--- src/rtl/multicycle_controller_pkg.sv ---
// Shared encodings for the multicycle RV32I control unit.
// Holds: FSM state enum, opcode constants, immsrc / alucontrol encodings,
//        datapath mux-select constants and the aluop codes fed to alu_decoder.
package multicycle_controller_pkg;

   typedef enum logic [3:0] {
      S_FETCH    = 4'd0,
      S_DECODE   = 4'd1,
      S_MEMADR   = 4'd2,
      S_MEMREAD  = 4'd3,
      S_MEMWB    = 4'd4,
      S_MEMWRITE = 4'd5,
      S_EXECUTER = 4'd6,
      S_EXECUTEI = 4'd7,
      S_ALUWB    = 4'd8,
      S_BRANCH   = 4'd9,
      S_JAL      = 4'd10,
      S_JALR     = 4'd11,
      S_LUI      = 4'd12,
      S_AUIPC    = 4'd13,
      S_HALT     = 4'd14
   } state_t;

   // Opcodes (instr[6:0])
   localparam logic [6:0] OP_LOAD   = 7'b0000011;
   localparam logic [6:0] OP_STORE  = 7'b0100011;
   localparam logic [6:0] OP_RTYPE  = 7'b0110011;
   localparam logic [6:0] OP_ITYPE  = 7'b0010011;
   localparam logic [6:0] OP_BRANCH = 7'b1100011;
   localparam logic [6:0] OP_JAL    = 7'b1101111;
   localparam logic [6:0] OP_JALR   = 7'b1100111;
   localparam logic [6:0] OP_LUI    = 7'b0110111;
   localparam logic [6:0] OP_AUIPC  = 7'b0010111;

   // Immediate extender selects
   localparam logic [2:0] IMM_I = 3'b000;
   localparam logic [2:0] IMM_S = 3'b001;
   localparam logic [2:0] IMM_B = 3'b010;
   localparam logic [2:0] IMM_J = 3'b011;
   localparam logic [2:0] IMM_U = 3'b100;

   // ALU operations
   localparam logic [3:0] ALU_ADD  = 4'b0000;
   localparam logic [3:0] ALU_SUB  = 4'b0001;
   localparam logic [3:0] ALU_AND  = 4'b0010;
   localparam logic [3:0] ALU_OR   = 4'b0011;
   localparam logic [3:0] ALU_XOR  = 4'b0100;
   localparam logic [3:0] ALU_SLT  = 4'b0101;
   localparam logic [3:0] ALU_SLL  = 4'b0110;
   localparam logic [3:0] ALU_SRL  = 4'b0111;
   localparam logic [3:0] ALU_SRA  = 4'b1000;
   localparam logic [3:0] ALU_SLTU = 4'b1001;

   // ALU source A / source B / result mux selects
   localparam logic [1:0] SRCA_PC    = 2'b00;
   localparam logic [1:0] SRCA_OLDPC = 2'b01;
   localparam logic [1:0] SRCA_RD1   = 2'b10;
   localparam logic [1:0] SRCA_ZERO  = 2'b11;
   localparam logic [1:0] SRCB_RD2   = 2'b00;
   localparam logic [1:0] SRCB_IMM   = 2'b01;
   localparam logic [1:0] SRCB_FOUR  = 2'b10;
   localparam logic [1:0] RES_ALUOUT = 2'b00;
   localparam logic [1:0] RES_DATA   = 2'b01;
   localparam logic [1:0] RES_ALURES = 2'b10;

   // Coarse ALU request from the FSM; FUNCT defers to funct3/funct7b5
   localparam logic [1:0] ALUOP_ADD   = 2'b00;
   localparam logic [1:0] ALUOP_SUB   = 2'b01;
   localparam logic [1:0] ALUOP_FUNCT = 2'b10;

endpackage

--- src/rtl/multicycle_controller_alu_decoder.sv ---
// Purpose: map FSM aluop + funct3/funct7b5/op[5] to a 4-bit alucontrol.
// Latency: purely combinational. Backpressure: none.
// Ports: aluop[1:0], funct3[2:0], funct7b5, op5 in; alucontrol[3:0] out.
module alu_decoder
   import multicycle_controller_pkg::*;
(
   input  logic [1:0] aluop,
   input  logic [2:0] funct3,
   input  logic       funct7b5,
   input  logic       op5,
   output logic [3:0] alucontrol
);

   always_comb begin
      alucontrol = ALU_ADD;
      case (aluop)
         ALUOP_ADD: alucontrol = ALU_ADD;
         ALUOP_SUB: alucontrol = ALU_SUB;
         ALUOP_FUNCT: begin
            case (funct3)
               // Only R-type (op5=1) distinguishes add/sub; addi with
               // imm[10] set must still add.
               3'b000:  alucontrol = (op5 && funct7b5) ? ALU_SUB : ALU_ADD;
               3'b001:  alucontrol = ALU_SLL;
               3'b010:  alucontrol = ALU_SLT;
               3'b011:  alucontrol = ALU_SLTU;
               3'b100:  alucontrol = ALU_XOR;
               // srl/sra and srli/srai both key off funct7b5
               3'b101:  alucontrol = funct7b5 ? ALU_SRA : ALU_SRL;
               3'b110:  alucontrol = ALU_OR;
               default: alucontrol = ALU_AND;
            endcase
         end
         default: alucontrol = ALU_ADD;
      endcase
   end

endmodule

--- src/rtl/multicycle_controller.sv ---
// Purpose: multicycle RV32I control FSM driving datapath strobes and mux selects.
// Latency: R/I/U/J/jalr 4, lw 5, sw 4, branch 3 cycles at zero wait states.
// Backpressure: mem_req held in FETCH/MEMREAD/MEMWRITE until mem_ready.
// Ports: clk, resetn (async, active-low); op, funct3, funct7b5, zero, mem_ready in;
//        mem_req, pcwrite, adrsrc, memwrite, irwrite, regwrite, resultsrc,
//        alusrca, alusrcb, immsrc, alucontrol, illegal (sticky) out.
module multicycle_controller
   import multicycle_controller_pkg::*;
(
   input  logic       clk,
   input  logic       resetn,
   input  logic [6:0] op,
   input  logic [2:0] funct3,
   input  logic       funct7b5,
   input  logic       zero,
   input  logic       mem_ready,
   output logic       mem_req,
   output logic       pcwrite,
   output logic       adrsrc,
   output logic       memwrite,
   output logic       irwrite,
   output logic       regwrite,
   output logic [1:0] resultsrc,
   output logic [1:0] alusrca,
   output logic [1:0] alusrcb,
   output logic [2:0] immsrc,
   output logic [3:0] alucontrol,
   output logic       illegal
);

   state_t     state_q, state_d;
   logic       illegal_q, illegal_d;
   logic [1:0] aluop;

   // Raw strobes before reset gating
   logic mem_req_c, pcwrite_c, memwrite_c, irwrite_c, regwrite_c;

   always_ff @(posedge clk or negedge resetn) begin
      if (!resetn) begin
         state_q   <= S_FETCH;
         illegal_q <= 1'b0;
      end else begin
         state_q   <= state_d;
         illegal_q <= illegal_d;
      end
   end

   // Set on entry so the flag is already high in the first HALT cycle
   assign illegal_d = illegal_q | (state_d == S_HALT);

   always_comb begin
      state_d    = state_q;
      mem_req_c  = 1'b0;
      pcwrite_c  = 1'b0;
      memwrite_c = 1'b0;
      irwrite_c  = 1'b0;
      regwrite_c = 1'b0;
      adrsrc     = 1'b0;
      resultsrc  = RES_ALUOUT;
      alusrca    = SRCA_PC;
      alusrcb    = SRCB_RD2;
      immsrc     = IMM_I;
      aluop      = ALUOP_ADD;

      case (state_q)
         S_FETCH: begin
            mem_req_c = 1'b1;
            alusrcb   = SRCB_FOUR;
            resultsrc = RES_ALURES;
            irwrite_c = mem_ready;
            pcwrite_c = mem_ready;
            if (mem_ready) state_d = S_DECODE;
         end
         S_DECODE: begin
            // Precompute branch target into the ALU output register
            alusrca = SRCA_OLDPC;
            alusrcb = SRCB_IMM;
            immsrc  = IMM_B;
            case (op)
               OP_LOAD, OP_STORE: state_d = S_MEMADR;
               OP_RTYPE:          state_d = S_EXECUTER;
               OP_ITYPE:          state_d = S_EXECUTEI;
               OP_BRANCH:         state_d = S_BRANCH;
               OP_JAL:            state_d = S_JAL;
               OP_JALR:           state_d = S_JALR;
               OP_LUI:            state_d = S_LUI;
               OP_AUIPC:          state_d = S_AUIPC;
               default:           state_d = S_HALT;
            endcase
         end
         S_MEMADR: begin
            alusrca = SRCA_RD1;
            alusrcb = SRCB_IMM;
            immsrc  = (op == OP_LOAD) ? IMM_I : IMM_S;
            state_d = (op == OP_LOAD) ? S_MEMREAD : S_MEMWRITE;
         end
         S_MEMREAD: begin
            mem_req_c = 1'b1;
            adrsrc    = 1'b1;
            if (mem_ready) state_d = S_MEMWB;
         end
         S_MEMWB: begin
            resultsrc  = RES_DATA;
            regwrite_c = 1'b1;
            state_d    = S_FETCH;
         end
         S_MEMWRITE: begin
            mem_req_c  = 1'b1;
            adrsrc     = 1'b1;
            memwrite_c = 1'b1;
            if (mem_ready) state_d = S_FETCH;
         end
         S_EXECUTER: begin
            alusrca = SRCA_RD1;
            aluop   = ALUOP_FUNCT;
            state_d = S_ALUWB;
         end
         S_EXECUTEI: begin
            alusrca = SRCA_RD1;
            alusrcb = SRCB_IMM;
            aluop   = ALUOP_FUNCT;
            state_d = S_ALUWB;
         end
         S_ALUWB: begin
            regwrite_c = 1'b1;
            state_d    = S_FETCH;
         end
         S_BRANCH: begin
            alusrca = SRCA_RD1;
            aluop   = ALUOP_SUB;
            case (funct3)
               3'b000:  pcwrite_c = zero;
               3'b001:  pcwrite_c = ~zero;
               default: pcwrite_c = 1'b0;
            endcase
            state_d = S_FETCH;
         end
         S_JAL: begin
            // PC takes the target from DECODE; ALU forms oldpc+4 for rd
            alusrca   = SRCA_OLDPC;
            alusrcb   = SRCB_FOUR;
            immsrc    = IMM_J;
            pcwrite_c = 1'b1;
            state_d   = S_ALUWB;
         end
         S_JALR: begin
            alusrca   = SRCA_RD1;
            alusrcb   = SRCB_IMM;
            resultsrc = RES_ALURES;
            pcwrite_c = 1'b1;
            state_d   = S_ALUWB;
         end
         S_LUI: begin
            alusrca = SRCA_ZERO;
            alusrcb = SRCB_IMM;
            immsrc  = IMM_U;
            state_d = S_ALUWB;
         end
         S_AUIPC: begin
            alusrca = SRCA_OLDPC;
            alusrcb = SRCB_IMM;
            immsrc  = IMM_U;
            state_d = S_ALUWB;
         end
         S_HALT: begin
            state_d = S_HALT;
         end
         default: begin
            state_d = S_FETCH;
         end
      endcase
   end

   alu_decoder u_alu_decoder (
      .aluop      (aluop),
      .funct3     (funct3),
      .funct7b5   (funct7b5),
      .op5        (op[5]),
      .alucontrol (alucontrol)
   );

   // The state register sits in FETCH during reset, so strobes are
   // masked directly by resetn to keep memory and regfile quiet.
   assign mem_req  = mem_req_c  & resetn;
   assign pcwrite  = pcwrite_c  & resetn;
   assign memwrite = memwrite_c & resetn;
   assign irwrite  = irwrite_c  & resetn;
   assign regwrite = regwrite_c & resetn;
   assign illegal  = illegal_q;

endmodule

--- config.mk ---
export PLATFORM = sky130hd
export DESIGN_NAME = multicycle_controller
export DESIGN_NICKNAME = d
export VERILOG_FILES = /design/src/rtl/multicycle_controller_pkg.sv /design/src/rtl/multicycle_controller_alu_decoder.sv /design/src/rtl/multicycle_controller.sv
export SDC_FILE = /design/constraint.sdc
export NUM_CORES = 1
export LEC_CHECK = 0
export ABC_AREA = 1
export ABC_CLOCK_PERIOD_IN_PS = 2800
export BUFFER_PORTS_ARGS = -buffer_cell sky130_fd_sc_hd__clkbuf_2
export CAP_MARGIN = 20
export CORE_UTILIZATION = 50
export CTS_BUF_LIST = sky130_fd_sc_hd__clkbuf_16
export CTS_CLUSTER_DIAMETER = 40
export DETAILED_ROUTE_END_ITERATION = 10
export GPL_ROUTABILITY_DRIVEN = 0
export GPL_TIMING_DRIVEN = 0
export PLACE_DENSITY = 0.84
export SETUP_SLACK_MARGIN = 0.05
export SLEW_MARGIN = 20
export SYNTH_ARGS = -nofsm -noshare
export SYNTH_HDL_FRONTEND = slang
export SYNTH_HIERARCHICAL = 1
export SYNTH_SLANG_ARGS = --single-unit
--- constraint.sdc ---
create_clock -name clk -period 2.8 [get_ports clk]
set_clock_uncertainty 0.15 [all_clocks]
set_input_delay 0 -clock clk [delete_from_list [all_inputs] [get_ports clk]]
set_output_delay 0 -clock clk [all_outputs]
set_load 0.03 [all_outputs]
# [After elaboration in Yosys (flattened, before gate mapping)]
# Index checks and enable logic that the tools add are counted.
[word_totals] out_inout_bits=20 in_bits=15 word_cells=80 regBits=5
[op_classes] n_mux=23 eq_ne=32 n_reduce_logical=16 n_bitwise=7
[op_table] operator="4-bit case mux with 7 select lines" n=2
[op_table] operator="4-bit equality test (second input constant)" n=8
[op_table] operator="4-bit case mux with 8 select lines" n=1
[op_table] operator="7-bit by 6-bit equality test with 1-bit output (second input constant)" n=3
[op_table] operator="7-bit equality test (second input constant)" n=3
[op_table] operator="4-bit by 3-bit equality test with 1-bit output (second input constant)" n=4
[op_table] operator="4-bit 2-to-1 mux" n=4
[op_table] operator="2-bit OR reduction" n=8
[op_table] operator="7-bit by 5-bit equality test with 1-bit output (second input constant)" n=2
[op_table] operator="2-bit case mux with 2 select lines" n=3
[op_table] operator="3-bit case mux with 4 select lines" n=1
[op_table] operator="6-bit OR reduction" n=2
[op_table] operator="3-bit equality test (second input constant)" n=3
[op_table] operator="4-bit by 2-bit equality test with 1-bit output (second input constant)" n=2
[op_table] operator="4-bit case mux with 2 select lines" n=1
[op_table] operator="7-bit by 2-bit equality test with 1-bit output (second input constant)" n=1
[op_table] operator="1-bit 2-to-1 mux" n=7
[op_table] operator="3-bit by 2-bit equality test with 1-bit output (second input constant)" n=2
[op_table] operator="2-bit case mux with 3 select lines" n=1
[op_table] operator="3-bit OR reduction" n=2
[op_table] operator="1-bit bitwise AND" n=5
[op_table] operator="5-bit OR reduction" n=1
[op_table] operator="4-bit by 1-bit equality test with 1-bit output (second input constant)" n=1
[op_table] operator="4-bit logical NOT" n=1
[op_table] operator="other kinds (10)" n=10

# [Longest topological paths before layout]
[logic_depth] depth_word=6 ltp_mapped=11 ltp_nobuf=11

# [Hierarchy]
# The synthesis kept the hierarchy.
[by_module_without_submodules] mod="multicycle_controller" area_per_inst_um2=619.3 n_inst=1 seq_area_each_um2=125.1 cells_each=117
[by_module_without_submodules] mod="alu_decoder" area_per_inst_um2=188.9 n_inst=1 seq_area_each_um2=0.0 cells_each=37

# [Worst setup path after synthesis]
# Ideal clock, no wire load.
[synth_path] path_type="reg2out" start="register state_q[2]" end="output alucontrol[2]" arrival_ps=1780 path_stages_with_launch=9 n_path_buf=0 path_slack_ps=870 t_required_ps=2650 path_cell_list="dfrtp_1 > nor2_2 > inv_1 > nor2_1 > inv_1 > ha_1 > inv_1 > nand3_1 > a21oi_1"
[synth_via] elab_chain_len=5 word_cells_on_any_way=8 classes_between="eq/ne: 5; mux: 2; reduce/logical: 1"
[synth_rtl] element="start: declaration" line_no="multicycle_controller.sv:31" text="state_t state_q, state_d;"
[synth_rtl] element="start signal: assignment" line_no="multicycle_controller.sv:43" text="state_q <= state_d;"
[synth_rtl] element="4-bit by 3-bit equality test with 1-bit output" line_no="multicycle_controller.sv:65" text="case (state_q)"
[synth_rtl] element="2-bit OR reduction (no source line)"
[synth_rtl] element="2-bit case mux with 2 select lines (*)" line_no="multicycle_controller.sv:65"
[synth_rtl] element="net aluop[0]" line_no="multicycle_controller.sv:33" text="logic [1:0] aluop;"
[synth_rtl] element="2-bit equality test or 2-bit by 1-bit equality test with 1-bit output (tied branches)" line_no="multicycle_controller_alu_decoder.sv:16" text="case (aluop)"
[synth_rtl] element="4-bit case mux with 2 select lines (*)" line_no="multicycle_controller_alu_decoder.sv:16"
[synth_rtl] element="end: declaration" line_no="multicycle_controller.sv:27" text="output logic [3:0] alucontrol,"
# Mark *: on every way through the listed nets, which the timed path passes. The rest lies on a longest branch.

# [Final worst setup path]
# Ends and elaborated chain as after synthesis.

==> impl_metrics.yaml <==
clock_network:
  cts_root_buf: "clkbuf_16"
  cts_buffers: 3
  clock-sinks: 5
  ctsResizeCount: 0
  htreeDepth: 1
  cts_tree: "built"
  clk_path_buf_depth: 2
  path_clk_slew_ps: 30
  clk_latency_ps: 230
synth:
  syn-num-nets: 171
  synth_cell_types: 20
  synth-seq-cells: 5
  syn_area_um2: 808
  ys_warn_count: 6
  syn_avg_cell_area_um2: 5.25
  netlist_instances: 154
  ys_seq_area_share_pct: 15.5
worst_setup_path:
  cp-end-kind: "output pin"
  slowest_delay_ps: 410
  crit_buf_inv: 4
  path_cells: "nor2_2 -> inv_1 -> nor2_1 -> inv_1 -> ha_1 -> inv_1 -> nand3_1 -> a21oi_1 -> clkbuf_2"
  crit_type: "reg2out"
  cp_max_fo: 5
  worstPathRequired_ps: 2650
  r2r-end: "illegal$_DFF_PN0_"
  path_delay_family: "simple AND/OR/NAND/NOR gates"
  start_kind: "register"
  crit_path_frequent_cell: "inv_1"
  timing.rr.start: "state_q[1]$_DFF_PN0_"
  reg2reg_slack_ps: 1150
  cpMaxStageDelayCell: "dfrtp_1"
  ff2ff_path_depth: 8
  cp_data_arrival_time_ps: 2090
sta:
  finalSetupTns_ps: 0
  fin_crit_sh_pct: 80.1
  worst_slew_pin_slew_ps: 251
  finalHoldViolations: 0
  finalSetupViolCount: 0
  grt_setup_unrepaired: "no"
  max_freq_mhz: 446
  drv_slew: 0
  min_period_ps: 2240
  fin_ws_ps: 558
  max-slew-margin-rel_pct: 83.3
min_path:
  holdPathEnd: "state_q[0]$_DFF_PN0_"
  min_path_cells: 5
  hp-class: "in2reg"
  min_from: "mem_ready"
drt:
  ant_nets: 0
  dr.pass1.iters: 4
  drcViolationCount: 0
  vias: 1067
  avgViaCountPerCell: 5.08
  wl_per_cell_um: 11.0
  wl_mm: 2.32
  drt_iter0_markers: 41
flow_run:
  drv_cap: 0
place:
  dp_hpwl_mm: 1.74
  place_area_um2: 998
  port_buffers: 34
  pre_cts_ws_ps: 844
floorplan:
  core-area_mm2: 0.00151
  dieWidth_um: 42.2
  ios: 35
  die-area_mm2: 0.00178
  die_h_um: 42.2
  start_util_pct: 53.7
  fp-row-count: 14
finish:
  num_antenna_cells: 0
  syn_to_final_growth_pct: 35.8
  nNetsFinal: 212
  fillers: 139
  drive_gt1_share_pct: 29.4
  final_cell_area_mm2: 0.00110
grt:
  overflow: 0
  grt_max_degree: 8
  grt-busiest-layer: "met2"
  met1_usage_pct: 34.1
  grt_pass1_wl_mm: 3.98
  first_global_vias: 964
  antenna_found_initial: 0
  grt_use_met3_pct: 4.74
  gr-usage-met2_pct: 52.6
  grt_use_total_pct: 28.8
power:
  leakagePower_nw: 0.690
  p_per_area_mw_per_mm2: 946
  max-vdd-ir-drop_v: 0.000805
status:
  status: "finished, final reports clean"
==> per-layer routing <==
layer  vias up  share of wire, %
li1        553                 -
met3         2               5.5
met5         -                 0
met2        44                53
met1       468                42
met4         0              0.35
==> cells in the mapped netlist (all sizes together) <==
cell	number	share of area, %
nand2	48	23
inv	37	17
nor2	29	18
nand3	12	7.4
o21ai	8	5.0
a21oi	5	3.6
dfrtp	5	15
ha	2	3.1
nand4	2	1.5
o2111ai	2	2.2
a21boi	1	1.4
a31oi	1	0.77
nor3	1	0.62
or2	1	0.77
==> layout by cell type (no fill, tap or decap), drive strengths merged, types with 5 or more instances in the layout <==
cell    count
inv        38
o21ai       8
a21oi       5
dfrtp       5
nand3      12
clkbuf     37
nand2      48
nor2       29
==> report_power, final <==
group          switching [W]  total, W  internal, W
clock network      0.0000478  0.000233     0.000185
registers          0.0000314  0.000129    0.0000973
logic               0.000496  0.000676     0.000181
==> cells by family (layout without fill, tap and decap cells) <==
logic type / count (synthesis) / count (layout) / share of synthesized area (%)
simple gates: 93 / 93 / 51.4
compound gates: 17 / 17 / 12.8
flops: 5 / 5 / 15.5
fa+ha+maj: 2 / 2 / 3.10
buf+inv: 37 / 77 / 17.2
==> area by class of cell <==
| cell class | instances | area [um2] | area share, % |
|---|---|---|---|
| Tap cell | 16 | 20.0 | 1.82 |
| Timing Repair Buffer | 36 | 190 | 17.3 |
| Multi-Input combinational cell | 112 | 544 | 49.6 |
| Inverter | 37 | 139 | 12.7 |
| Sequential cell | 5 | 125 | 11.4 |
| Clock inverter | 1 | 3.75 | 0.342 |
| Clock buffer | 3 | 75.1 | 6.84 |
==> worst register-to-register path, stage by stage, from the launching register on <==
cell     delay (ps)
dfrtp_1         420
inv_1           150
nand2_1         130
nor2_1          210
nand2_1         130
nand4_1         110
nor2_1           70
nand3_1          90
nand2_1          70
==> state kept, by name, indices dropped and copies added, names as in the netlist <==
signal and count:
state_q 4, illegal 1
==> through the flow <==
step	hold WS, ps	cells	utilization [%]	power, W
6_report	49.8	210	72.8	0.00104
5_1_grt	86.5	210	72.8	0.00111
4_1_cts	44.8	210	72.8	0.00103
3_5_place_dp	-313	204	66.3	0.000789
3_3_place_gp	-314	204	66.3	0.000775
2_1_floorplan	-446	154	-	0.000622
==> worst max path at each step <==
stage	from	to	slack (ps)	cells after the start
final	state_q[2]$_DFF_PN0_	alucontrol[2]	560	9
after CTS	state_q[2]$_DFF_PN0_	alucontrol[0]	610	11
after global routing	state_q[3]$_DFF_PN0_	alucontrol[0]	410	12
after detailed placement	state_q[2]$_DFF_PN0_	alucontrol[0]	840	11
after floorplan	state_q[2]$_DFF_PN0_	alucontrol[2]	870	8
after global placement	state_q[2]$_DFF_PN0_	alucontrol[0]	880	11
==> repair_timing <==
| action | 4_1_cts | 5_1_grt |
|---|---|---|
| hold buffers | 2 | 0 |
| setup buffers | 0 | 0 |
| endpoints found under the hold margin | 5 | 0 |
No activity file was read; power rests on OpenSTA's default activity.
